**src/rtl/uart_pkg.sv**
```systemverilog
// Shared UART definitions: FSM state encoding, line levels, parity selection.
// The receive path imports this package as well.
package uart_pkg;

   localparam int   DATA_BITS   = 8;
   localparam logic PARITY_EVEN = 1'b0;
   localparam logic PARITY_ODD  = 1'b1;
   localparam logic START_BIT   = 1'b0;
   localparam logic STOP_BIT    = 1'b1;

   typedef enum logic [2:0] {
      IDLE,
      START,
      DATA,
      PARITY,
      STOP
   } uart_state_t;

   // Even parity makes the total count of ones even; odd parity inverts that bit.
   function automatic logic parity_bit(input logic [DATA_BITS-1:0] b, input logic ptype);
      return (^b) ^ (ptype == PARITY_ODD);
   endfunction

endpackage

```
**src/rtl/uart_tx_fifo.sv**
```systemverilog
// DEPTH x WIDTH synchronous FIFO for the UART transmitter.
// The head entry is visible combinationally so it can be popped and used on the same edge.
module uart_tx_fifo #(
   parameter int DEPTH = 4,
   parameter int WIDTH = 8
) (
   input  logic             clk1,
   input  logic             rst,
   input  logic             push,
   input  logic [WIDTH-1:0] push_data,
   input  logic             pop,
   output logic [WIDTH-1:0] pop_data,
   output logic             full,
   output logic             empty,
   output logic             overflow
);

   localparam int AW = $clog2(DEPTH);

   logic [WIDTH-1:0] mem [DEPTH];
   logic [AW-1:0]    wr_ptr_reg;
   logic [AW-1:0]    rd_ptr_reg;
   logic [AW:0]      count_reg;
   logic [AW:0]      count_next;
   logic             do_push;
   logic             do_pop;

   // A push against a full FIFO is dropped even if a pop frees a slot this cycle.
   assign do_push  = push && !full;
   assign do_pop   = pop && !empty;
   assign empty    = (count_reg == '0);
   assign pop_data = mem[rd_ptr_reg];

   always_comb begin
      count_next = count_reg;
      case ({do_push, do_pop})
         2'b10:   count_next = count_reg + 1'b1;
         2'b01:   count_next = count_reg - 1'b1;
         default: count_next = count_reg;
      endcase
   end

   always_ff @(posedge clk1) begin
      if (do_push) begin
         mem[wr_ptr_reg] <= push_data;
      end
   end

   always_ff @(posedge clk1 or negedge rst) begin
      if (!rst) begin
         wr_ptr_reg <= '0;
         rd_ptr_reg <= '0;
         count_reg  <= '0;
         full       <= 1'b0;
         overflow   <= 1'b0;
      end else begin
         if (do_push) wr_ptr_reg <= wr_ptr_reg + 1'b1;
         if (do_pop)  rd_ptr_reg <= rd_ptr_reg + 1'b1;
         count_reg <= count_next;
         full      <= (count_next == (AW+1)'(DEPTH));
         overflow  <= push && full;
      end
   end

endmodule

```
**src/rtl/uart_tx_buffered.sv**
```systemverilog
// Buffered UART transmitter: FIFO-fed serialiser producing start, 8 data bits LSB first,
// optional parity and stop, with back-to-back frames while the FIFO holds data.
module uart_tx_buffered
   import uart_pkg::*;
#(
   parameter int CLKS_PER_BIT = 1,
   parameter int DEPTH        = 4
) (
   input  logic       clk1,
   input  logic       rst,
   input  logic [7:0] data,
   input  logic       data_valid,
   input  logic       parity_en,
   input  logic       parity_type,
   output logic       out,
   output logic       busy,
   output logic       fifo_full,
   output logic       overflow
);

   localparam int PW = (CLKS_PER_BIT > 1) ? $clog2(CLKS_PER_BIT) : 1;

   uart_state_t          state_reg, state_next;
   logic [PW-1:0]        prescale_reg, prescale_next;
   logic [2:0]           bit_cnt_reg, bit_cnt_next;
   logic [DATA_BITS-1:0] shift_reg, shift_next;
   logic                 par_en_reg, par_en_next;
   logic                 par_bit_reg, par_bit_next;
   logic                 out_next;
   logic                 busy_next;
   logic                 load;
   logic                 bit_done;
   logic                 fifo_pop;
   logic                 fifo_empty;
   logic [DATA_BITS-1:0] fifo_data;

   uart_tx_fifo #(
      .DEPTH (DEPTH),
      .WIDTH (DATA_BITS)
   ) u_fifo (
      .clk1      (clk1),
      .rst       (rst),
      .push      (data_valid),
      .push_data (data),
      .pop       (fifo_pop),
      .pop_data  (fifo_data),
      .full      (fifo_full),
      .empty     (fifo_empty),
      .overflow  (overflow)
   );

   assign bit_done = (prescale_reg == PW'(CLKS_PER_BIT - 1));

   always_comb begin
      state_next    = state_reg;
      prescale_next = bit_done ? '0 : prescale_reg + 1'b1;
      bit_cnt_next  = bit_cnt_reg;
      shift_next    = shift_reg;
      par_en_next   = par_en_reg;
      par_bit_next  = par_bit_reg;
      load          = 1'b0;
      fifo_pop      = 1'b0;
      out_next      = STOP_BIT;
      busy_next     = 1'b0;

      case (state_reg)
         IDLE: begin
            prescale_next = '0;
            if (!fifo_empty) load = 1'b1;
         end
         START: begin
            if (bit_done) state_next = DATA;
         end
         DATA: begin
            if (bit_done) begin
               shift_next   = shift_reg >> 1;
               bit_cnt_next = bit_cnt_reg + 3'd1;
               if (bit_cnt_reg == 3'(DATA_BITS - 1)) begin
                  state_next = par_en_reg ? PARITY : STOP;
               end
            end
         end
         PARITY: begin
            if (bit_done) state_next = STOP;
         end
         STOP: begin
            if (bit_done) begin
               if (!fifo_empty) load = 1'b1;
               else             state_next = IDLE;
            end
         end
         default: state_next = IDLE;
      endcase

      // Frame settings are captured with the byte so mid-frame control changes are ignored.
      if (load) begin
         fifo_pop      = 1'b1;
         shift_next    = fifo_data;
         par_en_next   = parity_en;
         par_bit_next  = parity_bit(fifo_data, parity_type);
         bit_cnt_next  = '0;
         prescale_next = '0;
         state_next    = START;
      end

      // The line is registered from the next state so the start bit appears one edge after the pop.
      case (state_next)
         START:   out_next = START_BIT;
         DATA:    out_next = shift_next[0];
         PARITY:  out_next = par_bit_next;
         default: out_next = STOP_BIT;
      endcase
      busy_next = (state_next != IDLE);
   end

   always_ff @(posedge clk1 or negedge rst) begin
      if (!rst) begin
         state_reg    <= IDLE;
         prescale_reg <= '0;
         bit_cnt_reg  <= '0;
         shift_reg    <= '0;
         par_en_reg   <= 1'b0;
         par_bit_reg  <= 1'b0;
         out          <= STOP_BIT;
         busy         <= 1'b0;
      end else begin
         state_reg    <= state_next;
         prescale_reg <= prescale_next;
         bit_cnt_reg  <= bit_cnt_next;
         shift_reg    <= shift_next;
         par_en_reg   <= par_en_next;
         par_bit_reg  <= par_bit_next;
         out          <= out_next;
         busy         <= busy_next;
      end
   end

endmodule

```
**config.mk**
```make
export PLATFORM = sky130hd
export DESIGN_NAME = uart_tx_buffered
export DESIGN_NICKNAME = d
export VERILOG_FILES = /design/src/rtl/uart_pkg.sv /design/src/rtl/uart_tx_fifo.sv /design/src/rtl/uart_tx_buffered.sv
export SDC_FILE = /design/constraint.sdc
export NUM_CORES = 1
export LEC_CHECK = 0
export ABC_AREA = 0
export CORE_MARGIN = 1.5
export CORE_UTILIZATION = 65
export CTS_BUF_LIST = sky130_fd_sc_hd__clkbuf_2
export CTS_CLUSTER_DIAMETER = 200
export CTS_CLUSTER_SIZE = 40
export DETAILED_ROUTE_END_ITERATION = 8
export HOLD_SLACK_MARGIN = 0.06
export PLACE_DENSITY = 0.87
export SLEW_MARGIN = 40
export SYNTH_ARGS = -nofsm -noshare
export SYNTH_HDL_FRONTEND = slang
export SYNTH_SLANG_ARGS = --single-unit
```
**constraint.sdc**
```tcl
create_clock -name clk1 -period 5.79 [get_ports clk1]
set_input_delay 1.4475 -clock clk1 [delete_from_list [all_inputs] [get_ports clk1]]
set_output_delay 1.4475 -clock clk1 [all_outputs]
set_load 0.01 [all_outputs]
```
## After elaboration in Yosys (flattened, before gate mapping)

Memories as Yosys holds them, arrays and structs flattened.
Cells that the tools add are included.

- $add $sub $neg: 6
- Eq/ne operators: 12
- Mux-type cells: 27
- Bitwise logic cells: 1
- Reduce and logical (&&, ||, !) cells: 11

Operator list:

| cell | count |
|---|---|
| two-way mux 3 bit | 11 |
| two-way mux 8 bit | 3 |
| case mux 3 bit (5 select lines) | 1 |
| equality test 3 x 2 -> 1 bit (second input constant) | 4 |
| equality test 3 bit (second input constant) | 3 |
| two-way mux 1 bit | 9 |
| parity 8 bit | 1 |
| adder 3 x 1 -> 3 bit (second input constant) | 2 |
| equality test 3 x 1 -> 1 bit (second input constant) | 2 |
| zero test 3 bit | 2 |
| case mux 3 bit (2 select lines) | 1 |
| adder 2 x 1 -> 2 bit (second input constant) | 2 |
| logical AND 1 bit | 3 |
| case mux 1 bit (3 select lines) | 1 |
| nonzero test 3 bit | 1 |
| subtractor 3 x 1 -> 3 bit (second input constant) | 1 |
| equality test 2 x 1 -> 1 bit (second input constant) | 1 |
| equality test 2 bit (second input constant) | 1 |
| zero test 1 bit | 2 |
| != test 2 x 1 -> 1 bit (second input constant) | 1 |
| case mux 1 bit (2 select lines) | 1 |
| AND reduction 2 bit | 1 |
| nonzero test 2 bit | 1 |
| adder 1 bit (second input constant) | 1 |
| bitwise XOR 1 bit | 1 |

- Bits in registers: 28
- Memory bits (writable): 32
- Bits of input ports: 13
- Output and inout port bits: 4
- Word-level logic and storage cells: 72
- Memories kept: 1

Memory list:

| memory | words | bits a word | read ports | clocked after Yosys merged registers in | write ports | line | RTL |
|---|---|---|---|---|---|---|---|
| u_fifo.mem | 4 | 8 | 1 | 0 | 1 | uart_tx_fifo.sv:20 | `logic [WIDTH-1:0] mem [DEPTH];` |

## Depth between registers and ports, before layout

Gate-level depths: netlist (run 1).

- Word-level depth: 9
- Depth in mapped cells: 11
- Gate-level depth less buffers: 10

## Hierarchy

A second synthesis (run 1) with hierarchy kept.

- Cells, all modules: 164
- Area, all modules: 2501.1 um^2

Modules (own cells, without submodules):

| module | instances | cells an instance | area an instance (um^2) | sequential area each (um^2) |
|---|---|---|---|---|
| uart_tx_fifo | 1 | 85 | 1634.1 | 1186.1 |
| uart_tx_buffered | 1 | 79 | 867.1 | 451.7 |

## Least setup slack after synthesis (run 1)

OpenSTA, ideal clock, no wires.

- Kind: in2reg
- Start point: in data_valid
- End point: reg u_fifo.full
- Library setup time: 66 ps
- Arrival time: 2941 ps
- Data required time: 5724 ps
- Path slack: 2783 ps
- Stages: 10
- Path buffers: 1
- Cell sequence: nor2b_1 clkbuf_1 inv_1 ha_1 inv_1 fa_1 xor2_1 nor2_1 xor2_1 and2_1

- Cells in the longest elaborated chain, start to end: 4
- Elaborated cells on any way between the ends: 5
- Classes of those cells: 3 x eq/ne; 1 x mux; 1 x reduce/logical

RTL lines:

| item | line | RTL |
|---|---|---|
| start: declaration | uart_tx_buffered.sv:12 | `input logic data_valid,` |
| logical AND 1 bit (*) | uart_tx_fifo.sv:29 | `assign do_push = push && !full;` |
| equality test 2 x 1 -> 1 bit / equality test 2 bit (equally long branches) | uart_tx_fifo.sv:36 | `case ({do_push, do_pop})` |
| case mux 3 bit (2 select lines) (*) | uart_tx_fifo.sv:36 |  |
| via u_fifo.count_next[2] | uart_tx_fifo.sv:24 | `logic [AW:0] count_next;` |
| equality test 3 bit (*) | uart_tx_fifo.sv:60 | `full <= (count_next == (AW+1)'(DEPTH));` |
| end signal: assignment | uart_tx_fifo.sv:60 |  |
| end: declaration | uart_tx_fifo.sv:13 | `output logic full,` |

The timed path passes the listed nets; every way through them passes the cells marked *.
A chain may end at the register's enable or synchronous reset.

## Worst setup path after layout (run 1)

Same ends and word-level chain as after synthesis.

==> impl_metrics.csv, run 1 <==
group,metric,value,unit
run_status,status,"finished clean",
global_routing,grtUsageTotal,23.0,%
detailed_routing,route.detailed.drc,0,
die,rows,22,
synth,async_flop_share,45.8,%
final_layout,syn_to_final_growth,13.2,%
timing,slew_violations,0,
clock_tree,cts.sinks,59,
worst_hold_path,hold_path_depth,1,
die,die_x,65.2,um
detailed_routing,drtPass1Iterations,4,
clock_tree,cts_tree,"built",
synth,avgSynthCellArea,15.1,um^2
synth,yosys.area_share.adder,4.28,%
detailed_routing,drt-initial-drc-count,66,
clock_tree,numCtsBuffers,9,
timing,setup_violations,0,
timing,worst_slew_pin_slew,754,ps
final_layout,fin_nets,209,
detailed_routing,ant_nets,0,
synth,yosysWarnings,0,
global_routing,grt_max_degree,28,
timing,setup_tns,0,ps
synth,syn_area,2510,um^2
clock_tree,worstSkewPairLatency,480,ps
timing,relSlewSlack,49.7,%
worst_setup_path,rr_worst_depth,10,
worst_setup_path,rrSetupSlack,3090,ps
timing,hold_viol_final,0,
timing,fmaxAchievable,319,MHz
flow_run,drv_cap,0,
detailed_routing,routed_wl,4090,um
worst_setup_path,worstPathMaxFanout,8,
global_routing,grt_overflow_total,0,
clock_tree,root_buffer,"clkbuf_2",
clock_tree,cts_setup_buffers,0,
clock_tree,cts_max_path_buffers,2,
timing,rsz0062_at_grt,"no",
placed_design,gp_congestion,0.708,
power,fin_total_pwr,1.59,mW
die,coreArea,3690,um^2
clock_tree,cts_max_level,3,
synth,synth_top_flop_cell,"edfxtp_1",
synth,synth_edf_count,32,
worst_hold_path,hp-start,"u_fifo.count_reg[2]",
synth,synthCells,167,
global_routing,antenna_found_initial,0,
final_layout,antenna_cells,0,
timing,skew,22.2,ps
timing,min_period,3130,ps
synth,muxShareOfSynthArea,12.2,%
synth,synth_xor_area_share,5.72,%
timing,finalWorstSetupSlack,2660,ps
worst_setup_path,crit_path_start_kind,"primary input",
global_routing,grt_pass1_wl,6740,um
synth,synthDistinctLibCells,29,
worst_setup_path,worstPathArrival,3530,ps
placed_design,io_buffers,16,
clock_tree,clkTransAtPathRegs,170,ps
global_routing,grt_pass1_vias,1437,
synth,synth_compound_area_share,3.18,%
synth,synth_area_leaders,"edfxtp_1, dfrtp_1, mux4_1",
synth,synth_top_area_share,38.2,%
power,peakVddDrop,0.000335,V
synth,synth_area_leader_cell,"edfxtp_1",
worst_hold_path,hp-class,"flip-flop to flip-flop",
die,die_h,65.2,um
worst_setup_path,end_kind,"flip-flop",
clock_tree,ctsHoldBuffers,0,
power,powerDensity,560,nW/um^2
worst_setup_path,r2r_start,"state_reg[0]",
power,leakage,1.13,nW
worst_setup_path,r2r_end,"u_fifo.full",
synth,synth_seq_cells,59,
die,initial_core_util,68.2,%
final_layout,largest_reg_flops,32,
synth,synth_seq_area_share,65.1,%
die,io_pins,17,
detailed_routing,viasPerCell,5.59,
placed_design,hpwl,2850,um
final_layout,drive_gt1_share,12.4,%
detailed_routing,wl_per_cell,17.0,um
worst_setup_path,path_class,"primary input to flip-flop",
synth,synth_top_family_by_area,"multiplexers",
synth,synth_nets,188,
timing,fin_crit_sh,54.1,%
worst_hold_path,holdPathEnd,"u_fifo.count_reg[2]",
detailed_routing,dr_total_vias,1347,
die,dieArea,4250,um^2
synth,synthSimpleGateAreaFrac,7.01,%
placed_design,dp_slack,2170,ps
worst_setup_path,required,6190,ps
clock_tree,cts_resized,0,
==> kinds of logic after synthesis <==
group           after synthesis
flops                        59
simple gates                 37
mux                          19
compound gates               16
xor+xnor                     14
buf+inv                      14
fa+ha+maj                     8
==> worst max-delay path by stage <==
stage                  end  startpoint  cells after the start
2_1_floorplan  u_fifo.full  data_valid                     10
3_3_place_gp   u_fifo.full  data_valid                      9
3_5_place_dp   u_fifo.full  data_valid                      9
4_1_cts        u_fifo.full  data_valid                      9
5_1_grt        u_fifo.full  data_valid                      9
6_report       u_fifo.full  data_valid                      9
==> synthesized netlist by cell type, types with 3 or more instances <==
cell and n:
a21oi_1 4, and2_1 6, dfrtp_1 26, edfxtp_1 32
ha_1 7, inv_1 8, mux2i_1 10, mux4_1 4
mux4_2 4, nand2_1 15, nand2b_1 5, nor2_1 6
o21ai_0 12, xnor2_1 9, xor2_1 3
==> cells in the final DEF, fill, tap and decap left out, drive strengths merged <==
cell / count
clkbuf: 9
inv: 8
bufinv: 2
nor3: 1
a21oi: 4
mux4: 8
clkinvlp: 2
clkdlybuf4s50: 15
and2: 6
clkinv: 3
o21ai: 12
xnor2: 10
dfstp: 1
mux2: 1
buf: 1
dfrtp: 26
mux2i: 10
xnor3: 1
nor2b: 1
ha: 7
xor2: 3
nand2: 15
fa: 1
nor3b: 1
edfxtp: 32
nand2b: 5
nand3: 2
nor2: 6
==> metrics by stage <==
stage	std cells	hold WS [ps]	utilization (%)	area [um^2]
floorplan	167	444	-	2510
CTS	241	505	77.2	2850
finish	241	501	77.2	2850
global route	241	533	77.2	2850
global placement	225	470	73.4	2710
detailed placement	225	486	73.4	2710
==> critical path: stages <==
cell             delay [ps]
clkdlybuf4s50_1         460
nor2b_1                 400
inv_1                    90
ha_1                    210
inv_1                    80
fa_1                    400
mux2i_1                 210
nor2_1                   80
and2_1                  150
==> metal layers <==
| layer | wire length, um | vias up | global-route usage, % |
|---|---|---|---|
| met5 | 0 | - | 0 |
| met4 | 86 | 0 | 13.3 |
| met3 | 127 | 10 | 5.82 |
| met2 | 2170 | 27 | 38.3 |
| met1 | 1710 | 679 | 27.2 |
| li1 | - | 631 | - |
==> cell type report <==
cell class / count / area, um^2
clock buffer: 9 / 45.0
clock inverter: 7 / 92.6
fill: 233 / 842
inverter: 8 / 30.0
multi-input combinational: 94 / 826
sequential: 59 / 1640
tap: 48 / 60.1
timing repair buffer: 16 / 155
==> where the power goes <==
group / switching, mW / internal (mW)
sequential: 0.0966 / 0.582
clock: 0.151 / 0.141
combinational: 0.299 / 0.324
(Power assumes the default switching activity.)
==> run 2: changes to the inputs <==
Settings changed: CORE_UTILIZATION 65 to 60, PLACE_DENSITY 0.87 to 0.81.
Clock period 5.79 ns to 3.15 ns, I/O delays scaled along.
==> run 2 against run 1 <==
- total power is 81% higher
- critical path depth is 8 lower
- die area increased by 7.9%
- combinational power rose by 88%
- clock power is 66% higher
- clock-buffer cell count unchanged
- sequential cell count did not move
- largest cell class unchanged
- largest power group unchanged
==> impl_metrics.csv, run 2 (synthesis gave the netlist of run 1 again) <==
group,metric,value,unit
run_status,status,"finished clean",
clock_tree,root_buffer,"clkbuf_2",
worst_setup_path,worstPathArrival,1570,ps
detailed_routing,drtPass1Iterations,4,
worst_setup_path,slowest_stage,"dfstp_2",
global_routing,grt_max_degree,28,
worst_hold_path,hp-class,"flip-flop to flip-flop",
timing,relSlewSlack,71.2,%
worst_setup_path,rrSetupSlack,880,ps
final_layout,antenna_cells,0,
power,p_comb_share,40.6,%
power,powerDensity,1010,nW/um^2
worst_setup_path,r2r_end,"par_bit_reg",
timing,hold_viol_final,0,
worst_setup_path,crit_buf_inv,1,
worst_setup_path,crit_end,"out",
detailed_routing,viasPerCell,5.39,
placed_design,gp_congestion,0.731,
die,io_pins,17,
power,peakVddDrop,0.000525,V
clock_tree,cts.sinks,59,
clock_tree,worstSkewPairLatency,490,ps
clock_tree,cts_tree,"built",
worst_setup_path,r2r_start,"u_fifo.rd_ptr_reg[0]",
die,die_h,67.7,um
timing,rsz0062_at_grt,"no",
final_layout,final_cell_mix,"edfxtp_1, dfrtp_1, clkdlybuf4s50_1",
power,intPower,1.88,mW
die,dieArea,4590,um^2
detailed_routing,ant_nets,0,
global_routing,antenna_found_initial,0,
worst_setup_path,critPathTopFamily,"flip-flops",
die,initial_core_util,62.4,%
timing,worst_slew_pin_slew,433,ps
final_layout,fillers,303,
timing,skew,14.5,ps
timing,slew_violations,0,
detailed_routing,routed_wl,4000,um
timing,setup_tns,0,ps
final_layout,drive_gt1_share,14.6,%
clock_tree,cts_setup_buffers,0,
die,rows,23,
worst_setup_path,crit_path_start_kind,"flip-flop",
clock_tree,cts_max_level,3,
clock_tree,cts_resized,0,
clock_tree,cts_max_path_buffers,2,
worst_setup_path,worstPathMaxFanout,1,
global_routing,grt_pass1_vias,1356,
final_layout,largest_reg_flops,32,
detailed_routing,route.detailed.drc,0,
power,switching_share,35.0,%
global_routing,grt_busiest_layer,"met2",
die,coreArea,4030,um^2
global_routing,grtUsageTotal,21.0,%
worst_setup_path,path_class,"flip-flop to output port",
worst_setup_path,slowest_delay,560,ps
placed_design,hpwl,2780,um
global_routing,grt_pass1_wl,6400,um
flow_run,drv_cap,0,
clock_tree,clkTransAtPathRegs,180,ps
detailed_routing,wl_per_cell,16.1,um
worst_setup_path,required,2360,ps
global_routing,grtUsageMet3,4.50,%
detailed_routing,drt-initial-drc-count,57,
timing,min_period,2350,ps
power,power_frac_seq,42.5,%
final_layout,syn_to_final_growth,14.1,%
clock_tree,ctsHoldBuffers,0,
worst_setup_path,cp_num_cells,1,
timing,fmaxAchievable,425,MHz
clock_tree,numCtsBuffers,9,
power,p_switching,1.01,mW
global_routing,use_met1,24.7,%
die,die_x,67.7,um
final_layout,fin_nets,214,
timing,setup_violations,0,
placed_design,io_buffers,16,
final_layout,mostFrequentLayoutCell,"edfxtp_1",
final_layout,utilization,71.2,%
detailed_routing,dr_total_vias,1336,
global_routing,grt_overflow_total,0,
worst_setup_path,rr_worst_depth,5,
power,clkPwrFrac,16.8,%
worst_setup_path,crit_start,"out",
worst_setup_path,worstPathCellList,"clkdlybuf4s50_1",
global_routing,grtUsageMet2,34.9,%
worst_setup_path,end_kind,"output port",
timing,fin_crit_sh,74.7,%
power,leakage,1.16,nW
[run 2: power by group through the flow]
| stage | Combinational [mW] | Sequential, mW | Clock [mW] |
|---|---|---|---|
| floorplan | 0.967 | 1.18 | 0 |
| global placement | 1.13 | 1.23 | 0 |
| detailed placement | 1.19 | 1.25 | 0 |
| CTS | 1.19 | 1.23 | 0.498 |
| global route | 1.31 | 1.26 | 0.523 |
| finish | 1.17 | 1.23 | 0.486 |
[run 2: routing by layer]
layer / share of wire (%) / wire length, um / vias up
li1: - / - / 647
met1: 42 / 1690 / 661
met2: 53 / 2110 / 24
met3: 4.0 / 162 / 4
met4: 1.0 / 40 / 0
met5: 0 / 0 / -
[run 2: metrics by stage]
step / cell area, um^2 / std cells / setup slack (ps) / hold WS (ps) / power, mW
2_1_floorplan: 2510 / 167 / 802 / 444 / 2.14
3_3_place_gp: 2750 / 232 / 523 / 470 / 2.35
3_5_place_dp: 2750 / 232 / 356 / 492 / 2.44
4_1_cts: 2870 / 248 / 768 / 513 / 2.92
5_1_grt: 2870 / 248 / 668 / 536 / 3.09
6_report: 2870 / 248 / 797 / 513 / 2.88
[run 2: area by class of cell]
type                            count  area [um^2]  area share [%]
Timing Repair Buffer               21          198            6.89
Clock buffer                        9         45.0            1.57
Multi-Input combinational cell     94          820            28.6
Clock inverter                      7         77.6            2.70
Tap cell                           50         62.6            2.18
Inverter                            8         30.0            1.05
Sequential cell                    59         1640            57.1
[run 2: how the worst min path moves through the flow]
stage | start | endpoint | slack (ps) | cells past startpoint
2_1_floorplan | state_reg[2] | state_reg[1] | 440 | 1
3_3_place_gp | u_fifo.count_reg[2] | u_fifo.count_reg[2] | 470 | 1
3_5_place_dp | u_fifo.count_reg[2] | u_fifo.count_reg[2] | 490 | 1
4_1_cts | u_fifo.count_reg[2] | u_fifo.count_reg[2] | 510 | 1
5_1_grt | u_fifo.count_reg[2] | u_fifo.count_reg[2] | 540 | 1
6_report | u_fifo.count_reg[2] | u_fifo.count_reg[2] | 510 | 1
